<file path="src/rtl/cpu_lsu_pkg.sv">
// Shared definitions for the load/store unit controller: funct3 codes,
// FSM state encoding and lane/byte-enable helpers.
package cpu_lsu_pkg;

  localparam logic [2:0] F3_B  = 3'b000;
  localparam logic [2:0] F3_H  = 3'b001;
  localparam logic [2:0] F3_W  = 3'b010;
  localparam logic [2:0] F3_BU = 3'b100;
  localparam logic [2:0] F3_HU = 3'b101;

  typedef enum logic [1:0] {
    ST_IDLE   = 2'd0,
    ST_ACCESS = 2'd1,
    ST_RESP   = 2'd2
  } lsu_state_e;

  // Byte enables from access size (funct3[1:0]) and byte offset.
  function automatic logic [3:0] lane_be(input logic [1:0] size, input logic [1:0] off);
    logic [3:0] be;
    case (size)
      2'b00:   be = 4'b0001 << off;
      2'b01:   be = 4'b0011 << off;
      default: be = 4'b1111;
    endcase
    return be;
  endfunction

  // Stores allow B/H/W only; loads additionally allow BU/HU.
  function automatic logic f3_legal(input logic store, input logic [2:0] f3);
    logic ok;
    case (f3)
      F3_B, F3_H, F3_W: ok = 1'b1;
      F3_BU, F3_HU:     ok = ~store;
      default:          ok = 1'b0;
    endcase
    return ok;
  endfunction

  // Halfwords need an even address, words a word-aligned one.
  function automatic logic f3_aligned(input logic [1:0] size, input logic [1:0] off);
    logic ok;
    case (size)
      2'b01:   ok = ~off[0];
      2'b10:   ok = (off == 2'b00);
      default: ok = 1'b1;
    endcase
    return ok;
  endfunction

endpackage

</file>
<file path="src/rtl/cpu_lsu_align.sv">
// Combinational lane logic: byte enables, store-data replication and
// load-data extraction with sign/zero extension.
module cpu_lsu_align
  import cpu_lsu_pkg::*;
(
  input  logic [2:0]  funct3_i,
  input  logic [1:0]  addr_lo_i,
  input  logic [31:0] wdata_i,
  input  logic [31:0] rdata_i,
  output logic [3:0]  be_o,
  output logic [31:0] wdata_o,
  output logic [31:0] rdata_o
);

  logic [7:0]  rbyte;
  logic [15:0] rhalf;

  assign be_o = lane_be(funct3_i[1:0], addr_lo_i);

  // Replicate narrow store data so every enabled lane carries it.
  always_comb begin
    case (funct3_i[1:0])
      2'b00:   wdata_o = {4{wdata_i[7:0]}};
      2'b01:   wdata_o = {2{wdata_i[15:0]}};
      default: wdata_o = wdata_i;
    endcase
  end

  // Pick the addressed byte/half and extend it to 32 bits.
  always_comb begin
    case (addr_lo_i)
      2'd0:    rbyte = rdata_i[7:0];
      2'd1:    rbyte = rdata_i[15:8];
      2'd2:    rbyte = rdata_i[23:16];
      default: rbyte = rdata_i[31:24];
    endcase
    rhalf = addr_lo_i[1] ? rdata_i[31:16] : rdata_i[15:0];
    case (funct3_i)
      F3_B:    rdata_o = {{24{rbyte[7]}}, rbyte};
      F3_BU:   rdata_o = {24'd0, rbyte};
      F3_H:    rdata_o = {{16{rhalf[15]}}, rhalf};
      F3_HU:   rdata_o = {16'd0, rhalf};
      default: rdata_o = rdata_i;
    endcase
  end

endmodule

</file>
<file path="src/rtl/cpu_lsu_ctrl.sv">
// Load/store unit controller: accepts one request, runs a single-beat
// req/ack memory access with timeout and returns an (error) response.
module cpu_lsu_ctrl
  import cpu_lsu_pkg::*;
#(
  parameter int unsigned TIMEOUT = 15
) (
  input  logic        clk_i,
  input  logic        rst_n_i,
  input  logic        req_valid_i,
  output logic        req_ready_o,
  input  logic        req_store_i,
  input  logic [2:0]  req_funct3_i,
  input  logic [31:0] req_addr_i,
  input  logic [31:0] req_wdata_i,
  output logic        rsp_valid_o,
  output logic        rsp_err_o,
  output logic [31:0] rsp_rdata_o,
  output logic        mem_req_o,
  output logic        mem_we_o,
  output logic [31:0] mem_addr_o,
  output logic [3:0]  mem_be_o,
  output logic [31:0] mem_wdata_o,
  input  logic        mem_ack_i,
  input  logic [31:0] mem_rdata_i
);

  localparam logic [7:0] TO_CNT = 8'(TIMEOUT);

  lsu_state_e  state_q;
  logic        store_q;
  logic [2:0]  f3_q;
  logic [1:0]  off_q;
  logic [7:0]  cnt_q, cnt_d;
  logic        req_ready_q, rsp_valid_q, rsp_err_q, mem_req_q, mem_we_q;
  logic [31:0] rsp_rdata_q, mem_addr_q, mem_wdata_q;
  logic [3:0]  mem_be_q;

  logic [2:0]  al_f3;
  logic [1:0]  al_off;
  logic [3:0]  al_be;
  logic [31:0] al_wdata, al_rdata;
  logic        dec_ok;

  // While idle the lane logic decodes the incoming request; afterwards it
  // works on the captured request to extract load data on ack.
  assign al_f3  = (state_q == ST_IDLE) ? req_funct3_i    : f3_q;
  assign al_off = (state_q == ST_IDLE) ? req_addr_i[1:0] : off_q;
  assign dec_ok = f3_legal(req_store_i, req_funct3_i) &&
                  f3_aligned(req_funct3_i[1:0], req_addr_i[1:0]);
  assign cnt_d  = cnt_q + 8'd1;

  cpu_lsu_align u_align (
    .funct3_i  (al_f3),
    .addr_lo_i (al_off),
    .wdata_i   (req_wdata_i),
    .rdata_i   (mem_rdata_i),
    .be_o      (al_be),
    .wdata_o   (al_wdata),
    .rdata_o   (al_rdata)
  );

  // Sequencing FSM with registered outputs and timeout counter.
  always_ff @(posedge clk_i or negedge rst_n_i) begin
    if (!rst_n_i) begin
      state_q     <= ST_IDLE;
      store_q     <= 1'b0;
      f3_q        <= 3'd0;
      off_q       <= 2'd0;
      cnt_q       <= 8'd0;
      req_ready_q <= 1'b1;
      rsp_valid_q <= 1'b0;
      rsp_err_q   <= 1'b0;
      rsp_rdata_q <= 32'd0;
      mem_req_q   <= 1'b0;
      mem_we_q    <= 1'b0;
      mem_addr_q  <= 32'd0;
      mem_be_q    <= 4'd0;
      mem_wdata_q <= 32'd0;
    end else begin
      case (state_q)
        ST_IDLE: begin
          if (req_valid_i) begin
            req_ready_q <= 1'b0;
            store_q     <= req_store_i;
            f3_q        <= req_funct3_i;
            off_q       <= req_addr_i[1:0];
            cnt_q       <= 8'd0;
            if (dec_ok) begin
              state_q     <= ST_ACCESS;
              mem_req_q   <= 1'b1;
              mem_we_q    <= req_store_i;
              mem_addr_q  <= {req_addr_i[31:2], 2'b00};
              mem_be_q    <= al_be;
              mem_wdata_q <= al_wdata;
            end else begin
              state_q     <= ST_RESP;
              rsp_valid_q <= 1'b1;
              rsp_err_q   <= 1'b1;
              rsp_rdata_q <= 32'd0;
            end
          end
        end
        ST_ACCESS: begin
          if (mem_ack_i) begin
            state_q     <= ST_RESP;
            mem_req_q   <= 1'b0;
            mem_we_q    <= 1'b0;
            mem_be_q    <= 4'd0;
            rsp_valid_q <= 1'b1;
            rsp_err_q   <= 1'b0;
            rsp_rdata_q <= store_q ? 32'd0 : al_rdata;
          end else if (cnt_d == TO_CNT) begin
            state_q     <= ST_RESP;
            mem_req_q   <= 1'b0;
            mem_we_q    <= 1'b0;
            mem_be_q    <= 4'd0;
            rsp_valid_q <= 1'b1;
            rsp_err_q   <= 1'b1;
            rsp_rdata_q <= 32'd0;
            cnt_q       <= cnt_d;
          end else begin
            cnt_q <= cnt_d;
          end
        end
        ST_RESP: begin
          state_q     <= ST_IDLE;
          rsp_valid_q <= 1'b0;
          rsp_err_q   <= 1'b0;
          rsp_rdata_q <= 32'd0;
          req_ready_q <= 1'b1;
        end
        default: begin
          state_q     <= ST_IDLE;
          req_ready_q <= 1'b1;
        end
      endcase
    end
  end

  assign req_ready_o = req_ready_q;
  assign rsp_valid_o = rsp_valid_q;
  assign rsp_err_o   = rsp_err_q;
  assign rsp_rdata_o = rsp_rdata_q;
  assign mem_req_o   = mem_req_q;
  assign mem_we_o    = mem_we_q;
  assign mem_addr_o  = mem_addr_q;
  assign mem_be_o    = mem_be_q;
  assign mem_wdata_o = mem_wdata_q;

endmodule
</file>
<file path="config.mk">
export PLATFORM = sky130hd
export DESIGN_NAME = cpu_lsu_ctrl
export DESIGN_NICKNAME = d
export VERILOG_FILES = /design/src/rtl/cpu_lsu_pkg.sv /design/src/rtl/cpu_lsu_align.sv /design/src/rtl/cpu_lsu_ctrl.sv
export SDC_FILE = /design/constraint.sdc
export NUM_CORES = 1
export LEC_CHECK = 0
export BUFFER_PORTS_ARGS = -buffer_cell sky130_fd_sc_hd__buf_2
export CAP_MARGIN = 20
export CORE_MARGIN = 1.5
export CORE_UTILIZATION = 50
export DETAILED_ROUTE_END_ITERATION = 6
export PLACE_DENSITY = 0.81
export SLEW_MARGIN = 20
export SYNTH_ARGS = -nofsm -noshare
export SYNTH_HDL_FRONTEND = slang
export SYNTH_SLANG_ARGS = --single-unit
export TNS_END_PERCENT = 30
</file>
<file path="constraint.sdc">
create_clock -name clk_i -period 4.05 [get_ports clk_i]
set_input_delay 1.0125 -clock clk_i [delete_from_list [all_inputs] [get_ports clk_i]]
set_output_delay 1.0125 -clock clk_i [all_outputs]
set_load 0.1 [all_outputs]
</file>
== Word-level counts from Yosys, hierarchy flattened ==
Index checks and enable logic that the tools add are counted.

* Register bits after elaboration: 119
* Bits in latches: 0
* Memory bits (writable): 0
* ROM bits: 0
* Bits of input ports: 104
* Output and inout port bits: 105
* Word-level logic and storage cells: 103
* Memories kept: 0

* Add/subtract/negate cells: 1
* $mul: 0
* Div/mod/pow operators: 0
* Magnitude comparators: 0
* Eq/ne operators: 20
* Shift operators: 2
* Mux-type cells: 45
* Bitwise logic cells: 3
* Reductions and logical operators: 18

{| class="wikitable"
|+ Operator list
! operator !! number
|-
| $mux 32 || 5
|-
| $pmux 32 s4 || 1
|-
| $pmux 32 s3 || 1
|-
| $pmux 32 s2 || 1
|-
| $pmux 8 s3 || 1
|-
| $mux 16 || 1
|-
| $mux 4 || 4
|-
| $mux 8 || 2
|-
| $pmux 4 s2 || 2
|-
| $pmux 8 s2 || 1
|-
| $eq 3x3->1 const B || 4
|-
| $mux 1 || 12
|-
| $mux 2 || 5
|-
| $pmux 1 s2 || 5
|-
| $add 8x1->8 const B || 1
|-
| $eq 2x1->1 const B || 4
|-
| $eq 8x4->1 const B || 1
|-
| $logic_not 2->1 || 4
|-
| $ne 2x2->1 const B || 4
|-
| $reduce_and 4->1 || 2
|-
| $eq 2x2->1 const B || 3
|-
| $eq 3x1->1 const B || 2
|-
| $logic_not 3->1 || 2
|-
| $pmux 1 s3 || 2
|-
| other kinds (14) || 19
|}

== Longest topological paths before layout ==
* Depth in word-level cells: 8
* Gate-level depth with buffers: 9
* Depth with buffers taken out: 7

== Hierarchy ==
From an unflattened synthesis, not the netlist that was laid out.

* Cells, all modules: 845
* Area, all modules: 7302.0 µm²

{| class="wikitable"
|+ Modules (own cells, without submodules)
! module !! instances !! cells an instance !! area an instance (µm²) !! sequential area each (µm²)
|-
| cpu_lsu_ctrl || 1 || 641 || 5795.6 || 2979.1
|-
| cpu_lsu_align || 1 || 204 || 1506.4 || 0.0
|}

== Worst setup path after synthesis ==
No wires, ideal clock.

* Path type: input port to flip-flop
* Start: in req_funct3_i[0]
* End: reg mem_addr_q[21] (netlist: mem_addr_o[21])
* Library setup time: 0.128 ns
* Arrival: 2.510 ns
* Data required time: 3.922 ns
* Path slack: 1.412 ns
* Cell stages on the path: 8
* Path buffers: 2
* Cells stage by stage: inv_1 -> ha_1 -> nor3b_1 -> o32ai_2 -> nor2_1 -> buf_2 -> buf_2 -> mux2_1

* Cells in the longest elaborated chain, start to end: 5
* Elaborated cells between the ends (all ways): 13
* Those cells by class: 6 x eq/ne; 2 x mux; 5 x reduce/logical

{| class="wikitable"
|+ RTL lines
! what !! line !! source
|-
| start: declaration || cpu_lsu_ctrl.sv:13 || <nowiki>input logic [2:0] req_funct3_i,</nowiki>
|-
| $eq 3x1->1 (tied with other cells) || cpu_lsu_pkg.sv:31 || <nowiki>case (f3)</nowiki>
|-
| $reduce_or 3->1 or $reduce_or 2->1 (tied branches) || cpu_lsu_pkg.sv:31 ||
|-
| $pmux 1 s2 || cpu_lsu_pkg.sv:31 ||
|-
| $logic_and 1x1->1 (*) || cpu_lsu_ctrl.sv:49 || <nowiki>assign dec_ok = f3_legal(req_store_i, req_funct3_i) &&</nowiki>
|-
| $reduce_and 3->1 (no line) (*) || -- ||
|-
| end signal: assignment || cpu_lsu_ctrl.sv:93 || <nowiki>mem_addr_q <= {req_addr_i[31:2], 2'b00};</nowiki>
|-
| end: declaration || cpu_lsu_ctrl.sv:36 || <nowiki>logic [31:0] rsp_rdata_q, mem_addr_q, mem_wdata_q;</nowiki>
|}

Every way passes the cells marked *; elsewhere a longest branch is shown, timed or not.
A chain may end at the register's enable or synchronous reset.

== Worst setup path in the final report ==
* Start: in req_funct3_i[0]
* End: reg mem_addr_q[8] (netlist: mem_addr_o[8])

Same word-level chain as after synthesis.

==> impl_metrics.json <==
{
  "die_width_um": 110,
  "syn_to_final_growth_pct": 30.9,
  "grt_use_met2": 0.439,
  "cts_hold_buffers": 0,
  "grt_max_degree": 84,
  "placed_area_sq_um": 6840,
  "diodes": 0,
  "gp_congestion": 0.879,
  "clock-sinks": 119,
  "ys_ff_latch": 119,
  "final.period_utilization": 0.719,
  "crit_path_top_delay_cell": "buf_4",
  "final_area_sq_um": 7460,
  "cp_top_family": "buffers and inverters",
  "fin_worst_skew_ns": 0.00737,
  "synthFlopType": "dfrtp_1",
  "avgSynthCellArea_sq_um": 11.6,
  "fin_setup_tns_ns": 0,
  "critPathKind": "primary input to flip-flop",
  "ys.warnings.count": 0,
  "hold_path.class": "flip-flop to flip-flop",
  "drive_gt1_frac": 0.456,
  "fin_crit_ns": 2.91,
  "max_cap_violations": 0,
  "final_antenna_net_count": 0,
  "core-area_sq_um": 11000,
  "ctsHtreeMaxLevel": 4,
  "pin_count": 209,
  "postCtsSetupBuffers": 0,
  "vias": 4969,
  "grt_use_total": 0.267,
  "required_ns": 4.34,
  "rsz0062_at_grt": "false",
  "async_reset_ff_frac": 1.00,
  "status": "complete, no violations",
  "critPathLaunchType": "primary input",
  "clkLatencyLatePin_ns": 0.41,
  "portBuffers": 206,
  "worst_pin_slew_ns": 1.01,
  "cp_max_fo": 83,
  "grtUsageMet3": 0.0699,
  "design.die.area_sq_um": 12100,
  "yosysSeqAreaShare": 0.522,
  "grt_pass1_wl_mm": 24.5,
  "crit_chain": "buf_2 > inv_1 > ha_1 > nor3b_1 > o32ai_2 > nor2_4 > buf_4 > mux2_2",
  "syn_inst": 491,
  "critical_path_arrival_ns": 3.21,
  "rows": 38,
  "initial_utilization": 0.519,
  "first_pass_iters": 7,
  "syn_area_sq_um": 5700,
  "gr-max-usage-layer": "met2",
  "wl_mm": 16.1,
  "critPathMaxStageDelay_ns": 0.72,
  "grt.overflow.total": 0,
  "drc_errors": 0,
  "met1_usage": 0.329,
  "slew_violations": 0,
  "report.final.hold_viol_count": 0,
  "synth_cell_types": 58,
  "fin_nets": 801,
  "slew_headroom": 0.328,
  "critPathBufInv": 3,
  "die_h_um": 110,
  "place_hpwl_mm": 11.3,
  "cts.clk_slew.worst_paths_ns": 0.05,
  "grt_pass1_vias": 4795,
  "cts_buffers": 17,
  "finalSetupViolCount": 0,
  "drt_iter0_drc": 477,
  "wl_per_cell_um": 19.0,
  "clockBufferDepth": 2,
  "fmax_ghz": 0.343,
  "viasPerCell": 5.87,
  "cts-root-buf": "clkbuf_16",
  "crit_path_end_kind": "flip-flop",
  "antenna_found_initial": 0,
  "synth-edff-count": 0,
  "cts_resized": 0,
  "cts_tree": "done"
}
-- through the flow --
stage	hold WS (ns)	instances	util	setup WS [ns]
2_1_floorplan	0.468	492	-	1.41
3_3_place_gp	0.465	814	0.623	0.885
3_5_place_dp	0.471	814	0.623	0.760
4_1_cts	0.483	846	0.679	1.19
5_1_grt	0.500	846	0.680	1.00
6_report	0.484	846	0.680	1.14
-- registers in the layout, indices dropped and copies added, names as in the netlist --
name,cells
mem_req_o,1
mem_we_o,1
state_q,2
store_q,1
cnt_q,8
mem_be_o,4
off_q,2
rsp_err_o,1
rsp_rdata_o,32
req_ready_o,1
f3_q,3
mem_addr_o,30
mem_wdata_o,32
rsp_valid_o,1
-- synthesized netlist by cell type (all sizes together), types with 3 or more instances --
library cell	instances	area [sq um]
a31oi	9	56.3
o31ai	5	42.5
inv	8	30.0
mux2i	18	196
nor2b	3	18.8
a22o	4	35.0
dfrtp	118	2950
a21oi	35	175
mux2	58	661
o2bb2ai	35	369
o22ai	9	56.3
nor2	26	97.6
nand3	11	55.1
buf	19	110
clkbuf	11	41.3
ha	4	50.1
a21o	3	22.5
o221ai	9	78.8
nand2	38	143
o21ai	33	165
-- cell families after synthesis --
| group | count (synthesis) | synth area share |
|---|---|---|
| buffers and inverters | 38 | 0.0318 |
| adders and majority gates | 4 | 0.00878 |
| AOI/OAI and AO/OA | 154 | 0.203 |
| muxes | 76 | 0.150 |
| other | 1 | 0.000658 |
| DFF | 119 | 0.522 |
| and+or+nand+nor | 97 | 0.0803 |
| xor gates and xnor gates | 2 | 0.00307 |
-- worst reg2reg max path: cells and delay by family, from the launching register on --
kind	cells	cell delay, ns
AOI/OAI and AO/OA	3	1.51
DFF	1	0.63
and+or+nand+nor	1	0.59
-- layout by cell type, fill, tap and decap left out, drive strengths merged, types with 3 or more instances in the layout --
| cell type | n |
|---|---|
| a21o | 3 |
| a21oi | 35 |
| a22o | 4 |
| a31oi | 9 |
| buf | 212 |
| bufinv | 3 |
| clkbuf | 18 |
| clkinv | 5 |
| clkinvlp | 4 |
| dfrtp | 118 |
| ha | 4 |
| inv | 10 |
| mux2 | 58 |
| mux2i | 18 |
| nand2 | 38 |
| nand3 | 11 |
| nor2 | 26 |
| nor2b | 3 |
| o21ai | 33 |
| o221ai | 9 |
| o22ai | 9 |
| o2bb2ai | 35 |
| o31ai | 5 |
-- path summary, 6_finish.rpt --
check                                start              end  slack (ns)  cells past startpoint
setup reg to reg                state_q[0]  rsp_rdata_o[30]        1.18                      4
max in group asynchronous          rst_n_i   mem_addr_o[17]        2.57                      2
hold reg to reg            rsp_rdata_o[15]  rsp_rdata_o[15]        0.48                      1
hold / removal             rsp_rdata_o[15]  rsp_rdata_o[15]        0.48                      1
min in group asynchronous          rst_n_i    mem_addr_o[9]        0.68                      1
setup / recovery           req_funct3_i[0]    mem_addr_o[8]        1.14                      8
-- layer usage --
| layer | part of all wire | vias up |
|---|---|---|
| met3 | 0.085 | 39 |
| met1 | 0.41 | 2413 |
| met2 | 0.48 | 272 |
| met5 | 0 | - |
| li1 | - | 2245 |
| met4 | 0.026 | 0 |
-- area by class of cell --
| cell class | instances | area [sq um] |
|---|---|---|
| Inverter | 8 | 30.0 |
| Clock buffer | 18 | 439 |
| Timing Repair Buffer | 212 | 1090 |
| Tap cell | 140 | 175 |
| Clock inverter | 14 | 174 |
| Multi-Input combinational cell | 335 | 2580 |
| Sequential cell | 119 | 2980 |
| Fill cell | 826 | 3520 |
Power is left out: the tool's default activity adds up to more than one toggle a clock period on the data nets, which glitch-free logic cannot reach.
